===== src/rtl/uart_hex_streamer.sv =====
// uart_hex_streamer: buffers words in a FIFO and streams them to uart_tx as uppercase ASCII hex plus EOL
// Optional "0x" prefix per word when UART_HEX_STREAMER_PREFIX_EN is defined.
module uart_hex_streamer #(
    parameter int DATA_W     = 32,
    parameter int FIFO_DEPTH = 8,
    parameter int EOL_MODE   = 2
) (
    input  logic                          clk_from_FPGA,
    input  logic                          rst_from_FPGA,
    input  logic                          in_valid,
    input  logic [DATA_W-1:0]             in_data,
    output logic                          in_ready,
    output logic                          tx_write_en,
    output logic [7:0]                    tx_data,
    input  logic                          tx_busy,
    output logic [$clog2(FIFO_DEPTH):0]   fifo_count,
    output logic                          overflow,
    output logic                          idle
);
`ifdef UART_HEX_STREAMER_PREFIX_EN
    localparam int PFX = 2;
`else
    localparam int PFX = 0;
`endif
    localparam int NIB = DATA_W / 4;
    localparam int NCH = PFX + NIB + EOL_MODE;
    localparam int IW  = $clog2(NCH + 1);
    localparam int AW  = $clog2(FIFO_DEPTH);
    localparam int CW  = AW + 1;

    typedef enum logic [1:0] {IDLE, ISSUE, WAIT_ACK, WAIT_DONE} state_t;

    state_t              r_state;
    state_t              w_state_next;
    logic [DATA_W-1:0]   r_mem [FIFO_DEPTH];
    logic [AW-1:0]       r_wr_ptr;
    logic [AW-1:0]       r_rd_ptr;
    logic [CW-1:0]       r_count;
    logic [DATA_W-1:0]   r_word;
    logic [IW-1:0]       r_idx;
    logic                r_tx_we;
    logic [7:0]          r_tx_data;
    logic                r_overflow;
    logic                w_push;
    logic                w_pop;
    logic                w_last;
    logic [DATA_W-1:0]   w_char_word;
    logic [IW-1:0]       w_char_idx;
    logic [7:0]          w_char;

    function automatic logic [7:0] hex_ascii(input logic [3:0] n);
        return (n < 4'd10) ? {4'h3, n} : (8'h37 + {4'h0, n});
    endfunction

    // prefix chars, then nibbles MSB first, then line ending
    function automatic logic [7:0] char_at(input logic [DATA_W-1:0] word, input int idx);
        int k;
        if (idx < PFX) return (idx == 0) ? 8'h30 : 8'h78;
        if (idx < PFX + NIB) begin
            k = NIB - 1 - (idx - PFX);
            return hex_ascii(word[4*k +: 4]);
        end
        return (EOL_MODE == 2 && idx == PFX + NIB) ? 8'h0D : 8'h0A;
    endfunction

    // combinational outputs, FIFO handshakes and the next character to issue
    always_comb begin
        in_ready    = (r_count != CW'(FIFO_DEPTH));
        w_push      = in_valid && in_ready;
        w_pop       = (r_state == IDLE) && (r_count != '0);
        w_last      = (r_idx == IW'(NCH - 1));
        w_char_word = w_pop ? r_mem[r_rd_ptr] : r_word;
        w_char_idx  = w_pop ? '0 : r_idx + IW'(1);
        w_char      = char_at(w_char_word, int'(w_char_idx));
        idle        = (r_state == IDLE) && (r_count == '0);
        tx_write_en = r_tx_we;
        tx_data     = r_tx_data;
        overflow    = r_overflow;
        fifo_count  = r_count;
    end

    // next-state: one ISSUE cycle per char, then wait for uart_tx busy to rise and fall
    always_comb begin
        w_state_next = r_state;
        case (r_state)
            IDLE:      if (w_pop) w_state_next = ISSUE;
            ISSUE:     w_state_next = WAIT_ACK;
            WAIT_ACK:  if (tx_busy) w_state_next = WAIT_DONE;
            WAIT_DONE: if (!tx_busy) w_state_next = w_last ? IDLE : ISSUE;
            default:   w_state_next = IDLE;
        endcase
    end

    // state, FIFO pointers/count, and registered strobe/byte loaded on entry to ISSUE
    always_ff @(posedge clk_from_FPGA) begin
        if (rst_from_FPGA) begin
            r_state    <= IDLE;
            r_wr_ptr   <= '0;
            r_rd_ptr   <= '0;
            r_count    <= '0;
            r_word     <= '0;
            r_idx      <= '0;
            r_tx_we    <= 1'b0;
            r_tx_data  <= 8'h00;
            r_overflow <= 1'b0;
        end else begin
            r_state <= w_state_next;
            r_tx_we <= (w_state_next == ISSUE);
            if (w_state_next == ISSUE) begin
                r_tx_data <= w_char;
                r_idx     <= w_char_idx;
            end
            if (w_pop) begin
                r_word   <= r_mem[r_rd_ptr];
                r_rd_ptr <= r_rd_ptr + AW'(1);
            end
            if (w_push) r_wr_ptr <= r_wr_ptr + AW'(1);
            r_count <= r_count + CW'(w_push) - CW'(w_pop);
            if (in_valid && !in_ready) r_overflow <= 1'b1;
        end
    end

    // FIFO storage needs no reset; only valid entries are ever read
    always_ff @(posedge clk_from_FPGA) begin
        if (w_push) r_mem[r_wr_ptr] <= in_data;
    end
endmodule


===== config.mk =====
export PLATFORM = sky130hd
export DESIGN_NAME = uart_hex_streamer
export DESIGN_NICKNAME = d
export VERILOG_FILES = /design/src/rtl/uart_hex_streamer.sv
export SDC_FILE = /design/constraint.sdc
export NUM_CORES = 1
export LEC_CHECK = 0
export ABC_AREA = 1
export CAP_MARGIN = 0
export CELL_PAD_IN_SITES_DETAIL_PLACEMENT = 0
export CELL_PAD_IN_SITES_GLOBAL_PLACEMENT = 1
export CORE_UTILIZATION = 35
export DETAILED_ROUTE_END_ITERATION = 12
export GPL_TIMING_DRIVEN = 0
export PLACE_DENSITY_LB_ADDON = 0.1
export SYNTH_ARGS = -nofsm -noshare
export SYNTH_HDL_FRONTEND = slang
export SYNTH_SLANG_ARGS = --single-unit

===== constraint.sdc =====
create_clock -name clk_from_FPGA -period 2.9 [get_ports clk_from_FPGA]
set_input_delay 0.29 -clock clk_from_FPGA [delete_from_list [all_inputs] [get_ports clk_from_FPGA]]
set_output_delay 0.29 -clock clk_from_FPGA [all_outputs]
set_load 0.01 [all_outputs]

# ---- After elaboration in Yosys (flattened, before gate mapping)
# Memories as Yosys holds them, arrays and structs flattened. A register that Yosys moved wholly into a read port is not among the register bits.
# Cells that the tools add are included.
dict set report classes {
  n_addsub 7
  n_reduce_logical 8
  n_shift 1
  n_eq_ne 7
  n_lt_le_gt_ge 2
  n_mux 16
}
# operator n
set op_table {}
lappend op_table {{32-bit 2-to-1 mux} 1}
lappend op_table {{32-bit by 7-bit variable part select with 4-bit output} 1}
lappend op_table {{8-bit 2-to-1 mux} 2}
lappend op_table {{3-bit 2-to-1 mux} 3}
lappend op_table {{4-bit equality test (second input constant)} 2}
lappend op_table {{4-bit < comparator (second input constant)} 2}
lappend op_table {{2-bit case mux with 4 select lines} 1}
lappend op_table {{6-bit by 4-bit adder with 7-bit output (first input constant)} 1}
lappend op_table {{7-bit 2-to-1 mux} 1}
lappend op_table {{3-bit by 1-bit adder with 3-bit output (second input constant)} 2}
lappend op_table {{2-bit 2-to-1 mux} 3}
lappend op_table {{3-bit by 4-bit subtractor with 5-bit output (first input constant)} 1}
lappend op_table {{4-bit by 1-bit adder with 4-bit output} 1}
lappend op_table {{4-bit by 1-bit adder with 4-bit output (second input constant)} 1}
lappend op_table {{2-bit by 1-bit equality test with 1-bit output (second input constant)} 2}
lappend op_table {{2-bit equality test (second input constant)} 2}
lappend op_table {{1-bit logical AND} 4}
lappend op_table {{4-bit zero test} 1}
lappend op_table {{1-bit 2-to-1 mux} 4}
lappend op_table {{4-bit 2-to-1 mux} 1}
lappend op_table {{4-bit != test (second input constant)} 1}
lappend op_table {{4-bit nonzero test} 1}
lappend op_table {{4-bit by 1-bit subtractor with 4-bit output} 1}
lappend op_table {{2-bit zero test} 1}
lappend op_table {{1-bit zero test} 1}
dict set report totals {
  mem_count 1
  ram_bits 256
  reg_bits 58
  input_bits 36
  output_inout_bits 16
}
# name depth word_bits rd rd_ports_with_merged_regs write_ports line_no
set memory_table {}
lappend memory_table {r_mem 8 32 1 1 1 35} ;# logic [DATA_W-1:0] r_mem [FIFO_DEPTH];

# ---- Depth between registers and ports, before layout
dict set report depth {
  ltp_word 9
  mapped_depth 20
  mapped_depth_nobuf 20
}

# ---- Worst setup path after synthesis
# No wires, ideal clock.
dict set report synth_timing {
  path_type {register to register}
  startpoint {register r_count[2] (netlist: fifo_count[2])}
  endpoint {memory r_mem[0][0], enable pin}
  setup_ns 0.421
  n_path_buf 0
  slack_ns -0.019
  period_less_slack_ns 2.919
  arrival_ns 2.498
  stages_incl_launch_ff 8
  cell_sequence {dfxtp_1 > inv_1 > ha_1 > nand3_1 > nand2_1 > inv_1 > nand2_1 > nor2_1}
}
dict set report synth_between {
  elab_chain_cells 4
}
# item line_no
set synth_rtl {}
lappend synth_rtl {{from (decl)} 38} ;# logic [CW-1:0] r_count;
lappend synth_rtl {{from (signal assigned)} 118} ;# r_count <= r_count + CW'(w_push) - CW'(w_pop);
lappend synth_rtl {{4-bit != test} 68} ;# in_ready = (r_count != CW'(FIFO_DEPTH));
lappend synth_rtl {{named net in_ready} 12} ;# output logic in_ready,
lappend synth_rtl {{1-bit logical AND} 69} ;# w_push = in_valid && in_ready;
lappend synth_rtl {{1-bit 2-to-1 mux} 125} ;# if (w_push) r_mem[r_wr_ptr] <= in_data;
lappend synth_rtl {{1-bit 2-to-1 mux (not written as such)} 125}
lappend synth_rtl {{to (decl)} 35}
# The timed path passes the listed nets, and every way through them passes these cells.

# ---- Final worst setup path
dict set report layout_timing {
  startpoint {register r_count[2] (netlist: fifo_count[2])}
  endpoint {register r_tx_data[1] (netlist: tx_data[1])}
}
dict set report layout_between {
  elab_chain_cells 9
}
# item line_no
set layout_rtl {}
lappend layout_rtl {{4-bit nonzero test *} 70} ;# w_pop = (r_state == IDLE) && (r_count != '0);
lappend layout_rtl {{1-bit logical AND *} 70}
lappend layout_rtl {{4-bit 2-to-1 mux} 73} ;# w_char_idx = w_pop ? '0 : r_idx + IW'(1);
lappend layout_rtl {{3-bit by 4-bit subtractor with 5-bit output} 60} ;# k = NIB - 1 - (idx - PFX);
lappend layout_rtl {{32-bit by 7-bit variable part select with 4-bit output} 61} ;# return hex_ascii(word[4*k +: 4]);
lappend layout_rtl {{6-bit by 4-bit adder with 7-bit output or 4-bit < comparator (tied branches)} 52} ;# return (n < 4'd10) ? {4'h3, n} : (8'h37 + {4'h0, n});
lappend layout_rtl {{7-bit 2-to-1 mux} 52}
lappend layout_rtl {{8-bit 2-to-1 mux} 59} ;# if (idx < PFX + NIB) begin
lappend layout_rtl {{8-bit 2-to-1 mux} 63} ;# return (EOL_MODE == 2 && idx == PFX + NIB) ? 8'h0D : 8'h0A;
lappend layout_rtl {{to (signal assigned)} 110} ;# r_tx_data <= w_char;
lappend layout_rtl {{to (decl)} 42} ;# logic [7:0] r_tx_data;
# Every way passes the cells marked *; elsewhere a longest branch is shown, timed or not. The select of a mux whose other input is x is not followed.
# A chain may end at the register's enable or synchronous reset.

==> results.txt <==
----------------------------------------------------
[Clock tree]
  Number of buffers on the longest clock path ... 3
  Clk sink count ... between 300 and 400
  Cts hold-fix bufs ... 0
  Number of setup buffers added after CTS ... 0
  Library cell used as clock root buffer ... sky130_fd_sc_hd__clkbuf_16
  CTS tree ... yes
  Cts bufs inserted ... 36
  Clock transition at the register clock pins on the worst setup and hold paths after CTS ... approximately 60 ps
  H-tree depth reported by CTS ... 2
  Worst-skew pair later-pin latency ... 520 ps

[Yosys]
  Syn nets ... 1260
  Most used DFF post-synth ... sky130_fd_sc_hd__edfxtp_1
  Part of the Yosys area used for sequential elements ... 67.81%
  Number of synthesized register bits ... between 300 and 400
  Most frequent cells after synthesis ... sky130_fd_sc_hd__edfxtp_1, sky130_fd_sc_hd__nand2_1, sky130_fd_sc_hd__nor2_1
  Synthesized netlist cell count ... 1212
  Ys Warns ... 0
  Cell types occupying the most area after synthesis ... sky130_fd_sc_hd__edfxtp_1, sky130_fd_sc_hd__dfxtp_1, sky130_fd_sc_hd__nand2_1
  Synthesized area per cell ... 10.81 sq um
  Library cell with the highest instance count after synthesis ... sky130_fd_sc_hd__edfxtp_1
  Mapped Area ... 13110 sq um
  Ys async rst share ... 0%
  Yosys top cell by area ... sky130_fd_sc_hd__edfxtp_1
  Synth unique cells ... 42
  Fraction of synthesized cell area taken by the top area cell type ... 58.65%
  Number of flops mapped to enable cells by yosys ... around 260

[Global route]
  Global-route wire length before repair ... around 55 mm
  Number of global-route vias before repair ... 8826
  Largest net degree at the start of global routing ... 24
  Initial antenna violation count ... 0
  Total routing resource utilization after global routing ... 19.20%
  Global route overflow ... 0

[Floorplan]
  Initial cell density of the core ... 35.72%
  DIE WIDTH ... 195.5 microns
  Full die area ... between 30000 and 40000 sq um
  Core ar. ... ~37000 sq um
  Number of rows in the core area ... 70
  Chip height ... about 200 microns
  Number of ports placed on the die boundary ... 52

[Timing]
  Clock period minus final worst setup slack ... around 2600 ps
  Timing-limited maximum frequency ... 0.3800 GHz
  Number of max-slew violations in the final report ... 0
  Post-Route Skew ... roughly 14 ps
  Setup-violating endpoint count in the final report ... 0
  Hold Violations, Final ... 0
  Minimum setup slack in the final design ... 268.5 ps
  Final-layout setup total negative slack ... 0 ps
  Worst rel slew slack ... 50.66%
  Worst-Margin Slew ... 740.1 ps
  Unrepaired setup endpoints after global routing ... no
  Fraction of the cycle the final worst path needs ... about 91%

[Final layout]
  Synthesis-to-finish area growth ... 18.95%
  Share of post-route cells with drive strength above 1 ... 9.288%
  Antenna cells ... 0
  Layout net count ... 1355
  Total non-filler cell area in the finished layout ... about 16000 sq um

[Setup path]
  Largest fanout on the critical path ... 10
  Worst Setup End Kind ... flop
  Kind of start point of the critical path ... flop
  Data required time at the worst endpoint ... 3340 ps
  Launching point of the worst reg2reg path ... fifo_count[2]$_SDFF_PP0_
  Data arrival time of the critical path ... around 3100 ps
  Endpoint of the lowest-slack register-to-register path ... tx_data[1]$_SDFFE_PP0P_
  Slack of the worst reg-to-reg path ... ~270 ps
  Type of the worst setup path ... reg2reg
  R2r worst-path depth ... 17

[Detailed routing]
  Final antenna-violating net count ... 0
  Via density per instance ... 4.960
  Iteration-0 DRC count of the detailed router ... approximately 450
  Count of TritonRoute iterations in the first routing pass ... 5
  Post-DR wirelength/cell ... a little under 20 microns
  Total detailed-routing wirelength ... 35.63 mm
  DRC ... 0
  Via Count ... 8943

[Place]
  Instance area at placement ... 14400 sq um
  Routability cong. ... 0.7719
  Pre-CTS WS ... -275.0 ps
  Detailed placer's ending HPWL ... between 20 and 25 mm
  Port Buffers ... 49

[Power and ir drop]
  Peak supply drop ... 0.0004401 V
  Power density of the placed cells ... 1036 nW/um^2
  Leakage power of the design ... 5.820 nW
  Final total power ... 16.15 mW

[Flow run]
  Number of maximum-capacitance violations ... 0

[Min path]
  Cell depth of the worst hold path ... 2
  Worst min path class ... in2reg
  Beginning of the worst hold path ... rst_from_FPGA
  Endpoint with the worst hold slack ... r_word[29]$_SDFF_PP0_

[Outcome]
  Status ... completed

----------------------------------------------------
## metrics by stage
stage	utilization (%)	cells	hold slack (ps)
after global routing	42.49	1803	333.1
after CTS	42.47	1803	255.4
after detailed placement	39.25	1737	442.1
final	42.49	1803	238.0
after floorplan	-	1212	388.9
after global placement	38.65	1729	436.4
## sequential cells by signal, indices dropped and copies added (netlist names), named ones only
name	count
fifo_count	4
r_idx	4
r_wr_ptr	3
r_rd_ptr	3
r_word	32
tx_write_en	1
r_state	2
overflow	1
tx_data	7
r_mem	256
## cells in the final DEF, fill, tap and decap left out, types with 9 or more instances in the layout
cell type	instances
sky130_fd_sc_hd__clkbuf_16	38
sky130_fd_sc_hd__o22ai_1	19
sky130_fd_sc_hd__inv_1	96
sky130_fd_sc_hd__o211ai_1	11
sky130_fd_sc_hd__dfxtp_1	60
sky130_fd_sc_hd__clkbuf_1	34
sky130_fd_sc_hd__o32ai_1	10
sky130_fd_sc_hd__o21ai_0	94
sky130_fd_sc_hd__nand4_1	9
sky130_fd_sc_hd__clkinv_1	12
sky130_fd_sc_hd__ha_1	11
sky130_fd_sc_hd__buf_2	11
sky130_fd_sc_hd__a21oi_1	50
sky130_fd_sc_hd__edfxtp_1	256
sky130_fd_sc_hd__o21ai_1	12
sky130_fd_sc_hd__nand2_1	225
sky130_fd_sc_hd__clkdlybuf4s50_1	49
sky130_fd_sc_hd__nand3_1	84
sky130_fd_sc_hd__nor2_1	151
sky130_fd_sc_hd__buf_4	15
## worst max-delay path, cell delays in order, from the launching register on
cell,delay (ps)
sky130_fd_sc_hd__dfxtp_1,320
sky130_fd_sc_hd__inv_1,70
sky130_fd_sc_hd__ha_1,230
sky130_fd_sc_hd__nand3_2,100
sky130_fd_sc_hd__nand2_2,90
sky130_fd_sc_hd__inv_2,130
sky130_fd_sc_hd__buf_4,230
sky130_fd_sc_hd__nand3_1,210
sky130_fd_sc_hd__nand3_1,150
sky130_fd_sc_hd__nand3_1,80
sky130_fd_sc_hd__nand2_1,110
sky130_fd_sc_hd__o21ai_0,120
sky130_fd_sc_hd__ha_1,320
sky130_fd_sc_hd__inv_1,50
sky130_fd_sc_hd__nand4_1,80
sky130_fd_sc_hd__nand2_1,90
sky130_fd_sc_hd__nand2_1,60
sky130_fd_sc_hd__a21oi_1,120
## repair_timing
action | 4_1_cts | 5_1_grt
resized for setup | 1 | 5
hold endpoints to repair | 0 | 0
endpoints found under the setup margin | 3 | 4
cloned | 0 | 0
## kinds of logic (layout without fill, tap and decap cells)
logic type	Yosys count	after routing	share of synthesized area, %
compound gates	207	207	8.811
buf+inv	173	296	5.947
fa+ha+maj	12	12	1.203
xor+xnor	2	2	0.1910
flops	316	316	67.81
other cells	1	1	0.02861
simple gates	501	501	16.01
## how the worst max path moves through the flow
stage	endpoint	start	cells past startpoint
6_report	tx_data[1]$_SDFFE_PP0P_	fifo_count[2]$_SDFF_PP0_	17
5_1_grt	fifo_count[3]$_SDFF_PP0_	fifo_count[2]$_SDFF_PP0_	15
2_1_floorplan	r_mem[0][0]$_DFFE_PP_	fifo_count[2]$_SDFF_PP0_	7
3_3_place_gp	r_mem[2][15]$_DFFE_PP_	in_valid	5
3_5_place_dp	fifo_count[2]$_SDFF_PP0_	fifo_count[2]$_SDFF_PP0_	14
4_1_cts	fifo_count[3]$_SDFF_PP0_	fifo_count[2]$_SDFF_PP0_	15
## report_power, final
part           internal, mW  total [mW]  switching (mW)
Sequential             5.47        5.70           0.225
Clock                  2.75        4.52            1.77
Combinational          1.95        5.94            3.99
## final cells by class
| cell class | instances | area (sq um) |
|---|---|---|
| multi-input combinational | 723 | 3500 |
| sequential | 316 | 8889 |
| fill | 3533 | 21110 |
| clock inverter | 20 | 197.7 |
| timing repair buffer | 57 | 650.6 |
| inverter | 105 | 399.1 |
| tap | 468 | 585.6 |
| buffer | 68 | 389.1 |
| clock buffer | 46 | 980.9 |
## routing by layer
metal	global-route usage [%]	vias to the layer above	routed length (microns)
met5	0	-	0
met4	4.724	0	654
met3	2.642	52	1330
met2	32.39	187	17110
met1	26.06	4337	16530
li1	-	4367	-
(Power assumes the default switching activity.)
